## src/rtl/ex_stage_pkg.sv

```systemverilog
// Shared constants for the execute stage: ALU opcodes, forwarding selects,
// divider FSM states and a small opcode-classification helper.
package ex_stage_pkg;

    // ALU / compare / divide operation codes carried on alu_op
    localparam logic [5:0] ALU_NOP   = 6'd0;
    localparam logic [5:0] ALU_ADD   = 6'd1;
    localparam logic [5:0] ALU_SUB   = 6'd2;
    localparam logic [5:0] ALU_SLL   = 6'd3;
    localparam logic [5:0] ALU_SLT   = 6'd4;
    localparam logic [5:0] ALU_SLTU  = 6'd5;
    localparam logic [5:0] ALU_XOR   = 6'd6;
    localparam logic [5:0] ALU_SRL   = 6'd7;
    localparam logic [5:0] ALU_SRA   = 6'd8;
    localparam logic [5:0] ALU_OR    = 6'd9;
    localparam logic [5:0] ALU_AND   = 6'd10;
    localparam logic [5:0] ALU_PASSB = 6'd11;
    localparam logic [5:0] ALU_BEQ   = 6'd16;
    localparam logic [5:0] ALU_BNE   = 6'd17;
    localparam logic [5:0] ALU_BLT   = 6'd18;
    localparam logic [5:0] ALU_BGE   = 6'd19;
    localparam logic [5:0] ALU_BLTU  = 6'd20;
    localparam logic [5:0] ALU_BGEU  = 6'd21;
    localparam logic [5:0] ALU_DIV   = 6'd32;
    localparam logic [5:0] ALU_DIVU  = 6'd33;
    localparam logic [5:0] ALU_REM   = 6'd34;
    localparam logic [5:0] ALU_REMU  = 6'd35;

    // Forwarding select encodings (anything else reads the register file)
    localparam logic [1:0] FWD_WB  = 2'b01;
    localparam logic [1:0] FWD_MEM = 2'b10;

    // Iterative divider states
    typedef enum logic [1:0] {
        DIV_IDLE = 2'd0,
        DIV_RUN  = 2'd1,
        DIV_DONE = 2'd2
    } div_state_t;

    function automatic logic is_div_op(input logic [5:0] op);
        return (op == ALU_DIV) || (op == ALU_DIVU) || (op == ALU_REM) || (op == ALU_REMU);
    endfunction

endpackage

```

## src/rtl/ex_stage_if.sv

```systemverilog
// ID/EX fields, bypass values and EX/MEM results of the execute stage,
// bundled so the pipeline-side driver and the stage share one connection.
interface ex_stage_if #(
    parameter int XLEN = 32
);
    // ID/EX pipeline register fields
    logic [XLEN-1:0] pc;
    logic [XLEN-1:0] pc_plus4;
    logic [XLEN-1:0] rs1_data;
    logic [XLEN-1:0] rs2_data;
    logic [XLEN-1:0] imm;
    logic [4:0]      rd_addr;
    logic [5:0]      alu_op;
    logic            alu_src_a;
    logic            alu_src_b;
    logic            mem_read;
    logic            mem_write;
    logic            mem_to_reg;
    logic            reg_write;
    logic            branch;
    logic            jump;
    // Bypass network and kill
    logic [XLEN-1:0] forward_mem_data;
    logic [XLEN-1:0] forward_wb_data;
    logic [1:0]      forward_a_sel;
    logic [1:0]      forward_b_sel;
    logic            flush;
    // Stage results
    logic            ex_busy;
    logic            branch_taken;
    logic [XLEN-1:0] branch_target;
    logic [XLEN-1:0] alu_result_out;
    logic [XLEN-1:0] store_data_out;
    logic [4:0]      rd_addr_out;
    logic            mem_read_out;
    logic            mem_write_out;
    logic            mem_to_reg_out;
    logic            reg_write_out;

    modport master (
        output pc, pc_plus4, rs1_data, rs2_data, imm, rd_addr, alu_op,
               alu_src_a, alu_src_b, mem_read, mem_write, mem_to_reg,
               reg_write, branch, jump, forward_mem_data, forward_wb_data,
               forward_a_sel, forward_b_sel, flush,
        input  ex_busy, branch_taken, branch_target, alu_result_out,
               store_data_out, rd_addr_out, mem_read_out, mem_write_out,
               mem_to_reg_out, reg_write_out
    );

    modport slave (
        input  pc, pc_plus4, rs1_data, rs2_data, imm, rd_addr, alu_op,
               alu_src_a, alu_src_b, mem_read, mem_write, mem_to_reg,
               reg_write, branch, jump, forward_mem_data, forward_wb_data,
               forward_a_sel, forward_b_sel, flush,
        output ex_busy, branch_taken, branch_target, alu_result_out,
               store_data_out, rd_addr_out, mem_read_out, mem_write_out,
               mem_to_reg_out, reg_write_out
    );
endinterface

```

## src/rtl/ex_divider.sv

```systemverilog
// Iterative restoring divider: one quotient bit per cycle on magnitudes,
// sign fixup and RISC-V divide-by-zero / overflow results applied at DONE.
module ex_divider
    import ex_stage_pkg::*;
#(
    parameter int XLEN       = 32,
    parameter int DIV_CYCLES = 32
) (
    input  logic            clk,
    input  logic            rst_n,
    input  logic            start,
    input  logic            flush,
    input  logic            is_signed,
    input  logic            want_rem,
    input  logic [XLEN-1:0] dividend,
    input  logic [XLEN-1:0] divisor,
    output logic            busy,
    output logic            done,
    output logic [XLEN-1:0] result
);
    localparam int CW = $clog2(DIV_CYCLES);
    localparam logic [CW-1:0] LAST_STEP = CW'(DIV_CYCLES - 1);

    div_state_t      state_reg;
    logic [CW-1:0]   count_reg;
    logic [XLEN-1:0] quot_reg;
    logic [XLEN-1:0] rem_reg;
    logic [XLEN-1:0] divisor_reg;
    logic [XLEN-1:0] dividend_reg;
    logic            neg_q_reg;
    logic            neg_r_reg;
    logic            div_zero_reg;
    logic            want_rem_reg;

    logic [XLEN:0]   shifted;
    logic [XLEN:0]   diff;
    logic [XLEN-1:0] quot_next;
    logic [XLEN-1:0] rem_next;
    logic [XLEN-1:0] q_fix;
    logic [XLEN-1:0] r_fix;

    // Busy is raised in the same cycle a divide arrives so the front end stalls at once
    assign busy = (state_reg == DIV_RUN) || ((state_reg == DIV_IDLE) && start && !flush);
    assign done = (state_reg == DIV_DONE);

    // One restoring step: shift in the next dividend bit, subtract if it fits
    always_comb begin
        shifted   = {rem_reg, quot_reg[XLEN-1]};
        diff      = shifted - {1'b0, divisor_reg};
        quot_next = {quot_reg[XLEN-2:0], 1'b0};
        rem_next  = shifted[XLEN-1:0];
        if (!diff[XLEN]) begin
            quot_next[0] = 1'b1;
            rem_next     = diff[XLEN-1:0];
        end
    end

    // Final result: magnitudes get their signs back; divide-by-zero is special-cased
    always_comb begin
        q_fix = neg_q_reg ? (~quot_reg + 1'b1) : quot_reg;
        r_fix = neg_r_reg ? (~rem_reg + 1'b1) : rem_reg;
        if (div_zero_reg) begin
            q_fix = '1;
            r_fix = dividend_reg;
        end
        result = want_rem_reg ? r_fix : q_fix;
    end

    // Divider FSM: latch operands in IDLE, iterate in RUN, present result in DONE
    always_ff @(posedge clk or negedge rst_n) begin
        if (!rst_n) begin
            state_reg    <= DIV_IDLE;
            count_reg    <= '0;
            quot_reg     <= '0;
            rem_reg      <= '0;
            divisor_reg  <= '0;
            dividend_reg <= '0;
            neg_q_reg    <= 1'b0;
            neg_r_reg    <= 1'b0;
            div_zero_reg <= 1'b0;
            want_rem_reg <= 1'b0;
        end else if (flush) begin
            state_reg <= DIV_IDLE;
            count_reg <= '0;
        end else begin
            case (state_reg)
                DIV_IDLE: begin
                    if (start) begin
                        quot_reg     <= (is_signed && dividend[XLEN-1]) ? (~dividend + 1'b1) : dividend;
                        divisor_reg  <= (is_signed && divisor[XLEN-1]) ? (~divisor + 1'b1) : divisor;
                        rem_reg      <= '0;
                        dividend_reg <= dividend;
                        neg_q_reg    <= is_signed && (dividend[XLEN-1] ^ divisor[XLEN-1]);
                        neg_r_reg    <= is_signed && dividend[XLEN-1];
                        div_zero_reg <= (divisor == '0);
                        want_rem_reg <= want_rem;
                        count_reg    <= '0;
                        state_reg    <= DIV_RUN;
                    end
                end
                DIV_RUN: begin
                    quot_reg  <= quot_next;
                    rem_reg   <= rem_next;
                    count_reg <= count_reg + CW'(1);
                    if (count_reg == LAST_STEP) begin
                        state_reg <= DIV_DONE;
                    end
                end
                DIV_DONE: begin
                    state_reg <= DIV_IDLE;
                end
                default: begin
                    state_reg <= DIV_IDLE;
                end
            endcase
        end
    end
endmodule

```

## src/rtl/ex_stage.sv

```systemverilog
// Execute stage: operand forwarding, ALU, branch/jump resolution and the
// EX/MEM pipeline register; divides run in the iterative ex_divider.
module ex_stage
    import ex_stage_pkg::*;
#(
    parameter int XLEN       = 32,
    parameter int DIV_CYCLES = 32
) (
    input logic        clk,
    input logic        rst_n,
    ex_stage_if.slave  bus
);
    localparam int SHW = $clog2(XLEN);

    logic [XLEN-1:0] fwd_a;
    logic [XLEN-1:0] fwd_b;
    logic [XLEN-1:0] op_a;
    logic [XLEN-1:0] op_b;
    logic [SHW-1:0]  shamt;
    logic [XLEN-1:0] alu_result;
    logic [XLEN-1:0] ex_result;
    logic [XLEN-1:0] target;
    logic [XLEN-1:0] jalr_sum;
    logic            cmp_true;
    logic            div_start;
    logic            div_signed;
    logic            div_rem;
    logic            div_busy;
    logic            div_done;
    logic [XLEN-1:0] div_result;

    logic [XLEN-1:0] alu_result_reg;
    logic [XLEN-1:0] store_data_reg;
    logic [4:0]      rd_addr_reg;
    logic            mem_read_reg;
    logic            mem_write_reg;
    logic            mem_to_reg_reg;
    logic            reg_write_reg;

    // Bypass muxes: MEM beats WB beats register file
    always_comb begin
        case (bus.forward_a_sel)
            FWD_MEM: fwd_a = bus.forward_mem_data;
            FWD_WB:  fwd_a = bus.forward_wb_data;
            default: fwd_a = bus.rs1_data;
        endcase
        case (bus.forward_b_sel)
            FWD_MEM: fwd_b = bus.forward_mem_data;
            FWD_WB:  fwd_b = bus.forward_wb_data;
            default: fwd_b = bus.rs2_data;
        endcase
    end

    assign op_a  = bus.alu_src_a ? bus.pc : fwd_a;
    assign op_b  = bus.alu_src_b ? bus.imm : fwd_b;
    assign shamt = op_b[SHW-1:0];

    // Single-cycle ALU; compare, divide and unknown codes yield zero here
    always_comb begin
        alu_result = '0;
        case (bus.alu_op)
            ALU_NOP:   alu_result = '0;
            ALU_ADD:   alu_result = op_a + op_b;
            ALU_SUB:   alu_result = op_a - op_b;
            ALU_SLL:   alu_result = op_a << shamt;
            ALU_SLT:   alu_result = {{(XLEN-1){1'b0}}, ($signed(op_a) < $signed(op_b))};
            ALU_SLTU:  alu_result = {{(XLEN-1){1'b0}}, (op_a < op_b)};
            ALU_XOR:   alu_result = op_a ^ op_b;
            ALU_SRL:   alu_result = op_a >> shamt;
            ALU_SRA:   alu_result = $signed(op_a) >>> shamt;
            ALU_OR:    alu_result = op_a | op_b;
            ALU_AND:   alu_result = op_a & op_b;
            ALU_PASSB: alu_result = op_b;
            default:   alu_result = '0;
        endcase
    end

    // Branch condition on the forwarded register operands
    always_comb begin
        cmp_true = 1'b0;
        case (bus.alu_op)
            ALU_BEQ:  cmp_true = (fwd_a == fwd_b);
            ALU_BNE:  cmp_true = (fwd_a != fwd_b);
            ALU_BLT:  cmp_true = ($signed(fwd_a) <  $signed(fwd_b));
            ALU_BGE:  cmp_true = ($signed(fwd_a) >= $signed(fwd_b));
            ALU_BLTU: cmp_true = (fwd_a <  fwd_b);
            ALU_BGEU: cmp_true = (fwd_a >= fwd_b);
            default:  cmp_true = 1'b0;
        endcase
    end

    // Redirect target: JALR is register-relative with bit 0 cleared, others PC-relative
    always_comb begin
        jalr_sum = fwd_a + bus.imm;
        if (bus.jump && !bus.alu_src_a) begin
            target = {jalr_sum[XLEN-1:1], 1'b0};
        end else begin
            target = bus.pc + bus.imm;
        end
    end

    assign div_start  = is_div_op(bus.alu_op);
    assign div_signed = (bus.alu_op == ALU_DIV) || (bus.alu_op == ALU_REM);
    assign div_rem    = (bus.alu_op == ALU_REM) || (bus.alu_op == ALU_REMU);

    ex_divider #(
        .XLEN       (XLEN),
        .DIV_CYCLES (DIV_CYCLES)
    ) u_divider (
        .clk       (clk),
        .rst_n     (rst_n),
        .start     (div_start),
        .flush     (bus.flush),
        .is_signed (div_signed),
        .want_rem  (div_rem),
        .dividend  (fwd_a),
        .divisor   (fwd_b),
        .busy      (div_busy),
        .done      (div_done),
        .result    (div_result)
    );

    assign bus.ex_busy       = div_busy;
    assign bus.branch_taken  = ((bus.branch && cmp_true) || bus.jump) && !div_busy && !bus.flush;
    assign bus.branch_target = target;

    // Value written to EX/MEM: divider result, link address for jumps, else ALU
    always_comb begin
        if (div_done) begin
            ex_result = div_result;
        end else if (bus.jump) begin
            ex_result = bus.pc_plus4;
        end else begin
            ex_result = alu_result;
        end
    end

    // EX/MEM register: bubble on flush or while the divider holds EX
    always_ff @(posedge clk or negedge rst_n) begin
        if (!rst_n) begin
            alu_result_reg <= '0;
            store_data_reg <= '0;
            rd_addr_reg    <= '0;
            mem_read_reg   <= 1'b0;
            mem_write_reg  <= 1'b0;
            mem_to_reg_reg <= 1'b0;
            reg_write_reg  <= 1'b0;
        end else if (bus.flush || div_busy) begin
            alu_result_reg <= '0;
            store_data_reg <= '0;
            rd_addr_reg    <= '0;
            mem_read_reg   <= 1'b0;
            mem_write_reg  <= 1'b0;
            mem_to_reg_reg <= 1'b0;
            reg_write_reg  <= 1'b0;
        end else begin
            alu_result_reg <= ex_result;
            store_data_reg <= fwd_b;
            rd_addr_reg    <= bus.rd_addr;
            mem_read_reg   <= bus.mem_read;
            mem_write_reg  <= bus.mem_write;
            mem_to_reg_reg <= bus.mem_to_reg;
            reg_write_reg  <= bus.reg_write;
        end
    end

    assign bus.alu_result_out = alu_result_reg;
    assign bus.store_data_out = store_data_reg;
    assign bus.rd_addr_out    = rd_addr_reg;
    assign bus.mem_read_out   = mem_read_reg;
    assign bus.mem_write_out  = mem_write_reg;
    assign bus.mem_to_reg_out = mem_to_reg_reg;
    assign bus.reg_write_out  = reg_write_reg;
endmodule

```

## src/flat_wrapper.sv

```systemverilog
// flat-port wrapper written by rule: the top's interface ports become plain ports
module ex_stage_flat import ex_stage_pkg::*;
#(
    parameter int XLEN       = 32,
    parameter int DIV_CYCLES = 32
)
  (clk, rst_n, bus_pc, bus_pc_plus4, bus_rs1_data, bus_rs2_data, bus_imm, bus_rd_addr, bus_alu_op, bus_alu_src_a, bus_alu_src_b, bus_mem_read, bus_mem_write, bus_mem_to_reg, bus_reg_write, bus_branch, bus_jump, bus_forward_mem_data, bus_forward_wb_data, bus_forward_a_sel, bus_forward_b_sel, bus_flush, bus_ex_busy, bus_branch_taken, bus_branch_target, bus_alu_result_out, bus_store_data_out, bus_rd_addr_out, bus_mem_read_out, bus_mem_write_out, bus_mem_to_reg_out, bus_reg_write_out);
  ex_stage_if #(.XLEN(XLEN)) bus_i ();
  input logic clk;
  input logic rst_n;
  input wire logic [$bits(bus_i.pc)-1:0] bus_pc;
  input wire logic [$bits(bus_i.pc_plus4)-1:0] bus_pc_plus4;
  input wire logic [$bits(bus_i.rs1_data)-1:0] bus_rs1_data;
  input wire logic [$bits(bus_i.rs2_data)-1:0] bus_rs2_data;
  input wire logic [$bits(bus_i.imm)-1:0] bus_imm;
  input wire logic [$bits(bus_i.rd_addr)-1:0] bus_rd_addr;
  input wire logic [$bits(bus_i.alu_op)-1:0] bus_alu_op;
  input wire logic [$bits(bus_i.alu_src_a)-1:0] bus_alu_src_a;
  input wire logic [$bits(bus_i.alu_src_b)-1:0] bus_alu_src_b;
  input wire logic [$bits(bus_i.mem_read)-1:0] bus_mem_read;
  input wire logic [$bits(bus_i.mem_write)-1:0] bus_mem_write;
  input wire logic [$bits(bus_i.mem_to_reg)-1:0] bus_mem_to_reg;
  input wire logic [$bits(bus_i.reg_write)-1:0] bus_reg_write;
  input wire logic [$bits(bus_i.branch)-1:0] bus_branch;
  input wire logic [$bits(bus_i.jump)-1:0] bus_jump;
  input wire logic [$bits(bus_i.forward_mem_data)-1:0] bus_forward_mem_data;
  input wire logic [$bits(bus_i.forward_wb_data)-1:0] bus_forward_wb_data;
  input wire logic [$bits(bus_i.forward_a_sel)-1:0] bus_forward_a_sel;
  input wire logic [$bits(bus_i.forward_b_sel)-1:0] bus_forward_b_sel;
  input wire logic [$bits(bus_i.flush)-1:0] bus_flush;
  output wire logic [$bits(bus_i.ex_busy)-1:0] bus_ex_busy;
  output wire logic [$bits(bus_i.branch_taken)-1:0] bus_branch_taken;
  output wire logic [$bits(bus_i.branch_target)-1:0] bus_branch_target;
  output wire logic [$bits(bus_i.alu_result_out)-1:0] bus_alu_result_out;
  output wire logic [$bits(bus_i.store_data_out)-1:0] bus_store_data_out;
  output wire logic [$bits(bus_i.rd_addr_out)-1:0] bus_rd_addr_out;
  output wire logic [$bits(bus_i.mem_read_out)-1:0] bus_mem_read_out;
  output wire logic [$bits(bus_i.mem_write_out)-1:0] bus_mem_write_out;
  output wire logic [$bits(bus_i.mem_to_reg_out)-1:0] bus_mem_to_reg_out;
  output wire logic [$bits(bus_i.reg_write_out)-1:0] bus_reg_write_out;
  assign bus_i.pc = bus_pc;
  assign bus_i.pc_plus4 = bus_pc_plus4;
  assign bus_i.rs1_data = bus_rs1_data;
  assign bus_i.rs2_data = bus_rs2_data;
  assign bus_i.imm = bus_imm;
  assign bus_i.rd_addr = bus_rd_addr;
  assign bus_i.alu_op = bus_alu_op;
  assign bus_i.alu_src_a = bus_alu_src_a;
  assign bus_i.alu_src_b = bus_alu_src_b;
  assign bus_i.mem_read = bus_mem_read;
  assign bus_i.mem_write = bus_mem_write;
  assign bus_i.mem_to_reg = bus_mem_to_reg;
  assign bus_i.reg_write = bus_reg_write;
  assign bus_i.branch = bus_branch;
  assign bus_i.jump = bus_jump;
  assign bus_i.forward_mem_data = bus_forward_mem_data;
  assign bus_i.forward_wb_data = bus_forward_wb_data;
  assign bus_i.forward_a_sel = bus_forward_a_sel;
  assign bus_i.forward_b_sel = bus_forward_b_sel;
  assign bus_i.flush = bus_flush;
  assign bus_ex_busy = bus_i.ex_busy;
  assign bus_branch_taken = bus_i.branch_taken;
  assign bus_branch_target = bus_i.branch_target;
  assign bus_alu_result_out = bus_i.alu_result_out;
  assign bus_store_data_out = bus_i.store_data_out;
  assign bus_rd_addr_out = bus_i.rd_addr_out;
  assign bus_mem_read_out = bus_i.mem_read_out;
  assign bus_mem_write_out = bus_i.mem_write_out;
  assign bus_mem_to_reg_out = bus_i.mem_to_reg_out;
  assign bus_reg_write_out = bus_i.reg_write_out;
  ex_stage #(.XLEN(XLEN), .DIV_CYCLES(DIV_CYCLES)) u_core (.clk(clk), .rst_n(rst_n), .bus(bus_i));
endmodule
```

## config.mk

```make
export PLATFORM = sky130hd
export DESIGN_NAME = ex_stage_flat
export DESIGN_NICKNAME = d
export VERILOG_FILES = /design/src/rtl/ex_stage_pkg.sv /design/src/rtl/ex_stage_if.sv /design/src/rtl/ex_divider.sv /design/src/rtl/ex_stage.sv /design/src/flat_wrapper.sv
export SDC_FILE = /design/constraint.sdc
export NUM_CORES = 2
export LEC_CHECK = 0
export BUFFER_PORTS_ARGS = -buffer_cell sky130_fd_sc_hd__buf_4
export CAP_MARGIN = 10
export CORE_MARGIN = 8
export CORE_UTILIZATION = 45
export CTS_CLUSTER_SIZE = 20
export DETAILED_ROUTE_END_ITERATION = 8
export GPL_TIMING_DRIVEN = 1
export PLACE_DENSITY_LB_ADDON = 0.12
export SLEW_MARGIN = 20
export SYNTH_ARGS = -nofsm -noshare
export SYNTH_HDL_FRONTEND = slang
export SYNTH_HIERARCHICAL = 1
export SYNTH_SLANG_ARGS = --single-unit
```

## constraint.sdc

```tcl
create_clock -name clk -period 16.1 [get_ports clk]
set_input_delay 4.025 -clock clk [delete_from_list [all_inputs] [get_ports clk]]
set_output_delay 4.025 -clock clk [all_outputs]
set_load 0.03 [all_outputs]
```

Word-level counts from Yosys, hierarchy flattened
Cells that the tools add are included.
Operators by class
  multiplexer cells: 36
  equal/unequal tests: 33
  add/sub/neg operators: 10
  shifts and indexed selects: 3
  $lt $le $gt $ge: 6
  reductions and logical operators: 28
  bitwise logic cells: 9
Operators by type and width (number)
  $mux 32: 17
  $pmux 32 s11: 1
  $pmux 32 s2: 4
  $add 32x1->32 const B: 4
  $lt 32x32->1: 4
  $not 32->32: 4
  $add 32x32->32: 3
  $ge 32x32->1: 2
  $eq 6x5->1 const B: 6
  $sub 33x32->33: 1
  $and 32x32->32: 1
  $eq 32x32->1: 1
  $logic_not 32->1: 1
  $ne 32x32->1: 1
  $or 32x32->32: 1
  $shl 32x5->32: 1
  $shr 32x5->32: 1
  $sshr 32x5->32: 1
  $sub 32x32->32: 1
  $xor 32x32->32: 1
  $eq 6x3->1 const B: 4
  $eq 6x4->1 const B: 4
  $eq 6x6->1 const B: 4
  $mux 5: 3
  24 further kinds: 54
Storage, ports and cells
  word-level logic and storage cells: 142
  output and inout bits: 107
  bits in registers: 212

Logic depth before layout (Yosys ltp)
  depth after elaboration: 10
  mapped depth: 22
  mapped depth without buffers: 19

Cells and area by module
The synthesis kept the hierarchy.
Modules (own cells, without submodules)
  ex_stage: cells an instance 2662, area an instance 18764.2 um^2, instances 1
  ex_divider: cells an instance 1353, area an instance 10503.8 um^2, instances 1

Worst setup path before layout
OpenSTA, ideal clock, no wires.
  kind: in2out
  start: in bus_forward_a_sel[0]
  end: out bus_branch_target[30]
  buffers on the path: 4
  arrival: 8728 ps
  path slack: 3347 ps
  cell stages on the path: 18
  path through: inv_1 > ha_1 > buf_4 > buf_2 > buf_2 > buf_1 > o21ai_0 > ha_1 > a21o_1 > a21oi_1 > o21a_1 > nor4_1 > or4_1 > a21oi_1 > o21ai_0 > o221ai_1 > nor3_1 > a211oi_1
Between the ends
  cells in the longest elaborated chain, start to end: 4
Ends and longest elaborated chain
  start: declaration: RTL line flat_wrapper.sv:28  | input wire logic [$bits(bus_i.forward_a_sel)-1:0] bus_forward_a_sel;
  $eq 2x1->1 / $eq 2x2->1 (equally long branches): RTL line ex_stage.sv:42  | case (bus.forward_a_sel)
  $pmux 32 s2 (*): RTL line ex_stage.sv:42
  named net u_core.fwd_a[2]: RTL line ex_stage.sv:15  | logic [XLEN-1:0] fwd_a;
  $add 32x32->32 (*): RTL line ex_stage.sv:94  | jalr_sum = fwd_a + bus.imm;
  $mux 32 (*): RTL line ex_stage.sv:95  | if (bus.jump && !bus.alu_src_a) begin
  end: declaration: RTL line flat_wrapper.sv:33  | output wire logic [$bits(bus_i.branch_target)-1:0] bus_branch_target;
Mark *: on every way through the listed nets, which the timed path passes. The rest lies on a longest branch.

Worst setup path after layout
Ends and elaborated chain as after synthesis.

==> impl_metrics.xml <==
<?xml version="1.0" encoding="UTF-8"?>
<metrics>
  <group name="layout">
    <metric name="area_delta_synth_final" unit="%">14.8</metric>
    <metric name="finalNetCount" unit="">4725</metric>
    <metric name="fillers" unit="">6526</metric>
    <metric name="fin_cells" unit="">5103</metric>
    <metric name="drive_above_1_share" unit="%">14.2</metric>
  </group>
  <group name="logic_synthesis">
    <metric name="synthesized_area" unit="um2">29300</metric>
    <metric name="ff_latch_count_synth" unit="">212</metric>
    <metric name="synth.net_count" unit="">4517</metric>
    <metric name="synth_top_flop_cell" unit="">sky130_fd_sc_hd__dfrtp_1</metric>
    <metric name="fraction_of_registers_with_async_set_or_reset_after_synthesis" unit="%">100</metric>
    <metric name="synth.yosys.warnings" unit="">6</metric>
    <metric name="synth_enable_flop_cells" unit="">0</metric>
    <metric name="synth_area_per_cell" unit="um2">7.29</metric>
    <metric name="ys_seq_area_share" unit="%">18.1</metric>
    <metric name="synth_cell_types" unit="">100</metric>
    <metric name="syn_inst" unit="">4015</metric>
  </group>
  <group name="clock_tree">
    <metric name="tritoncts.num_buffers" unit="">28</metric>
    <metric name="cts_tree" unit="">built</metric>
    <metric name="cts.reportedPaths.clkPinSlew" unit="ps">60</metric>
    <metric name="htree_num_levels" unit="">1</metric>
    <metric name="clk_root_buffer_cell" unit="">sky130_fd_sc_hd__clkbuf_16</metric>
    <metric name="post-cts-setup-buffer-count" unit="">0</metric>
    <metric name="cts_hold_buf" unit="">0</metric>
    <metric name="clock-sinks" unit="">212</metric>
    <metric name="clk-insertion-delay-late" unit="ps">600</metric>
    <metric name="cts_resized" unit="">0</metric>
    <metric name="clock_tree.buffer_depth" unit="">3</metric>
  </group>
  <group name="worst_setup_path">
    <metric name="critical_path.top_delay_family" unit="">compound AO/OA/AOI/OAI gates</metric>
    <metric name="cp_startpoint_kind" unit="">primary input</metric>
    <metric name="path_class" unit="">primary input to output pin</metric>
    <metric name="cp.buffers_inverters" unit="">3</metric>
    <metric name="cp_data_required_time" unit="ps">12070</metric>
    <metric name="worstSetupEndpointType" unit="">output pin</metric>
    <metric name="crit_arrival" unit="ps">9280</metric>
    <metric name="timing.critical_path.slowest_stage_cell" unit="">sky130_fd_sc_hd__ha_2</metric>
    <metric name="worst_path_max_stage_delay" unit="ps">660</metric>
    <metric name="cp_max_fo" unit="">33</metric>
    <metric name="crit_path_cell_trace" unit="">buf_4 -&gt; inv_1 -&gt; ha_2 -&gt; a22oi_1 -&gt; o21ai_1 -&gt; ha_1 -&gt; a21o_1 -&gt; a21oi_1 -&gt; o21a_1 -&gt; nor4_1 -&gt; or4_1 -&gt; a21oi_1 -&gt; o21ai_0 -&gt; o221ai_1 -&gt; nor3_1 -&gt; a211oi_1 -&gt; buf_4</metric>
    <metric name="crit_start" unit="">bus_forward_a_sel[0]</metric>
    <metric name="regToRegStartpoint" unit="">u_core/u_divider/quot_reg[8]</metric>
  </group>
  <group name="sta">
    <metric name="final_max_slew_viol_count" unit="">0</metric>
    <metric name="worst_slew_pin_slew" unit="ps">1300</metric>
    <metric name="fin_skew" unit="ps">12.3</metric>
    <metric name="final_critical_period" unit="ps">13310</metric>
    <metric name="max_freq" unit="GHz">0.0751</metric>
    <metric name="setup-tns-final" unit="ps">0</metric>
    <metric name="final-setup-viol-count" unit="">0</metric>
    <metric name="final_hold_violation_count" unit="">0</metric>
    <metric name="worst_slew_margin_rel" unit="%">13.1</metric>
    <metric name="min_period_over_period" unit="%">82.7</metric>
    <metric name="whs" unit="ps">477</metric>
    <metric name="unrepaired_setup_endpoints_after_global_routing" unit="">no</metric>
  </group>
  <group name="global_route">
    <metric name="grt.total_usage" unit="%">38.8</metric>
    <metric name="global_route.peak_usage_layer" unit="">met2</metric>
    <metric name="grt_max_degree" unit="">100</metric>
    <metric name="grt_antenna_before_repair" unit="">7</metric>
    <metric name="first_global_vias" unit="">31224</metric>
    <metric name="globalRouteMet1Util" unit="%">53.1</metric>
    <metric name="overflow" unit="">0</metric>
    <metric name="grt_util_met2" unit="%">57.0</metric>
    <metric name="grt_first_pass_wirelength" unit="mm">216</metric>
    <metric name="grt_use_met3" unit="%">7.94</metric>
  </group>
  <group name="power">
    <metric name="power_leakage" unit="nW">15.2</metric>
    <metric name="cellPowerDensity" unit="nW/um2">116</metric>
    <metric name="ir_drop" unit="mV">0.177</metric>
  </group>
  <group name="floorplan">
    <metric name="io_pins" unit="">357</metric>
    <metric name="core_area" unit="um2">64300</metric>
    <metric name="core.rowCount" unit="">93</metric>
    <metric name="fp.dieW" unit="um">271</metric>
    <metric name="die_h" unit="um">271</metric>
    <metric name="die_area" unit="um2">73500</metric>
    <metric name="initial_cell_density_of_the_core" unit="%">45.5</metric>
  </group>
  <group name="route">
    <metric name="final_antenna_net_count" unit="">0</metric>
    <metric name="drc_errors" unit="">0</metric>
    <metric name="first_pass_iters" unit="">6</metric>
    <metric name="detailroute.via_count" unit="">33435</metric>
    <metric name="drt-total-wl" unit="mm">150</metric>
    <metric name="drt_iter0_markers" unit="">5083</metric>
    <metric name="wl_per_cell" unit="um">29.4</metric>
    <metric name="post_drt_via_cell_ratio" unit="">6.55</metric>
  </group>
  <group name="flow_run">
    <metric name="maxCapViolCount" unit="">0</metric>
  </group>
  <group name="placement">
    <metric name="globalplace.congestion" unit="">1.05</metric>
    <metric name="port-buffer-count" unit="">356</metric>
    <metric name="detailedPlacementHpwl" unit="mm">119</metric>
    <metric name="placed_cells" unit="">5048</metric>
  </group>
  <group name="hold_path">
    <metric name="hold_removal_path_class" unit="">flip-flop to flip-flop</metric>
    <metric name="hold_start" unit="">u_core/u_divider/divisor_reg[21]</metric>
  </group>
  <group name="outcome">
    <metric name="outcome" unit="">finished, final reports clean</metric>
  </group>
</metrics>
power by group:
part | leakage, nW | internal [mW] | switching (mW)
clock | 0.513 | 0.446 | 0.283
sequential | 2.79 | 0.632 | 0.146
combinational | 11.9 | 0.864 | 1.51
total | 15.2 | 1.94 | 1.94
cell usage in the layout (no fill, tap or decap), types with 28 or more instances in the layout:
cell	Yosys	final
sky130_fd_sc_hd__a21oi_1	338	338
sky130_fd_sc_hd__buf_4	11	434
sky130_fd_sc_hd__ha_1	247	245
sky130_fd_sc_hd__o22a_1	32	32
sky130_fd_sc_hd__nor2b_1	40	38
sky130_fd_sc_hd__a22oi_1	66	66
sky130_fd_sc_hd__o21bai_1	31	31
sky130_fd_sc_hd__nand2b_1	71	70
sky130_fd_sc_hd__and2_1	30	30
sky130_fd_sc_hd__nand2_1	514	513
sky130_fd_sc_hd__nor3_1	60	60
sky130_fd_sc_hd__mux2i_1	136	136
sky130_fd_sc_hd__xnor2_1	114	114
sky130_fd_sc_hd__o21a_1	39	39
sky130_fd_sc_hd__nor2_1	349	347
sky130_fd_sc_hd__a21o_1	60	60
sky130_fd_sc_hd__or3_1	33	33
sky130_fd_sc_hd__o31ai_1	41	41
sky130_fd_sc_hd__a211oi_1	61	61
sky130_fd_sc_hd__dfrtp_1	212	211
sky130_fd_sc_hd__o211ai_1	56	56
sky130_fd_sc_hd__o21ai_0	370	369
sky130_fd_sc_hd__nand3_1	45	45
sky130_fd_sc_hd__a31oi_1	42	42
sky130_fd_sc_hd__xor2_1	100	100
sky130_fd_sc_hd__clkbuf_16	0	28
sky130_fd_sc_hd__inv_1	194	194
sky130_fd_sc_hd__a221oi_1	43	43
layout make-up:
| class | instances | area [um2] | area share [%] |
|---|---|---|---|
| clock inverter | 16 | 278 | 0.827 |
| tap | 855 | 1070 | 3.18 |
| sequential | 212 | 5310 | 15.8 |
| antenna | 3 | 7.51 | 0.0223 |
| multi-input combinational | 3338 | 22100 | 65.7 |
| timing repair buffer | 435 | 3270 | 9.74 |
| inverter | 208 | 782 | 2.33 |
| clock buffer | 36 | 791 | 2.35 |
worst reg2reg max path, cell delays in order (launching register included):
cell and delay, ps:
sky130_fd_sc_hd__dfrtp_1 430, sky130_fd_sc_hd__or4_4 560, sky130_fd_sc_hd__or4_1 490, sky130_fd_sc_hd__or4_1 550, sky130_fd_sc_hd__o41ai_2 750, sky130_fd_sc_hd__nand2_1 140, sky130_fd_sc_hd__xor2_1 180, sky130_fd_sc_hd__nor2_1 100
sky130_fd_sc_hd__a21oi_1 60, sky130_fd_sc_hd__o22a_1 280, sky130_fd_sc_hd__a22oi_1 320, sky130_fd_sc_hd__o211ai_1 140, sky130_fd_sc_hd__a221oi_1 440, sky130_fd_sc_hd__o221ai_1 240, sky130_fd_sc_hd__a2111oi_0 330, sky130_fd_sc_hd__a21oi_1 110
synth_stat cells (42+ instances only):
cell	n	area share, %
sky130_fd_sc_hd__a211oi_1	61	1.6
sky130_fd_sc_hd__nand2b_1	71	1.5
sky130_fd_sc_hd__a21oi_1	338	5.8
sky130_fd_sc_hd__nand3_1	45	0.77
sky130_fd_sc_hd__a22oi_1	66	1.7
sky130_fd_sc_hd__nor3_1	60	1.0
sky130_fd_sc_hd__a31oi_1	42	0.90
sky130_fd_sc_hd__a221oi_1	43	1.3
sky130_fd_sc_hd__a21o_1	60	1.5
sky130_fd_sc_hd__dfrtp_1	212	18
sky130_fd_sc_hd__clkbuf_1	152	1.9
sky130_fd_sc_hd__o211ai_1	56	1.4
sky130_fd_sc_hd__mux2i_1	136	4.7
sky130_fd_sc_hd__ha_1	247	11
sky130_fd_sc_hd__buf_2	49	0.84
sky130_fd_sc_hd__xor2_1	100	3.0
sky130_fd_sc_hd__nor2_1	349	4.5
sky130_fd_sc_hd__xnor2_1	114	3.4
sky130_fd_sc_hd__nand2_1	514	6.6
sky130_fd_sc_hd__o21ai_0	370	6.3
sky130_fd_sc_hd__inv_1	194	2.5
routing by layer:
layer,vias to the layer above,part of all wire [%]
li1,15026,-
met1,15962,41
met2,2073,42
met3,366,11
met4,8,6.1
met5,-,0.033
stage by stage:
| step | power, mW | area [um2] | util, % | setup slack (ps) |
|---|---|---|---|---|
| finish | 3.88 | 33600 | 52.2 | 2790 |
| global route | 4.11 | 33600 | 52.2 | 2670 |
| detailed placement | 3.08 | 32500 | 50.5 | 2730 |
| floorplan | 2.33 | 29300 | - | 3350 |
| global placement | 3.07 | 32500 | 50.5 | 2860 |
| CTS | 3.82 | 33600 | 52.2 | 2700 |
cell families (layout without fill, tap and decap cells):
logic type	count (synthesis)	after routing	synth area share, %
mux	155	155	5.38
other cells	0	3	0
flops	212	212	18.1
compound gates	1422	1422	32.1
xor+xnor	214	214	6.40
simple gates	1295	1295	20.4
fa+ha+maj	252	252	10.9
buf+inv	465	695	6.75
worst paths after layout:
kind | endpoint | slack, ps | cells after the start
max in group asynchronous | u_core/bus.alu_result_out[11] | 10410 | 3
min | u_core/u_divider/divisor_reg[21] | 480 | 2
min reg2reg | u_core/u_divider/divisor_reg[21] | 480 | 2
max reg2reg | u_core/bus.alu_result_out[26] | 10820 | 15
min in group asynchronous | u_core/bus.store_data_out[19] | 3410 | 1
max | bus_branch_target[30] | 2790 | 17
(Power assumes the default switching activity.)
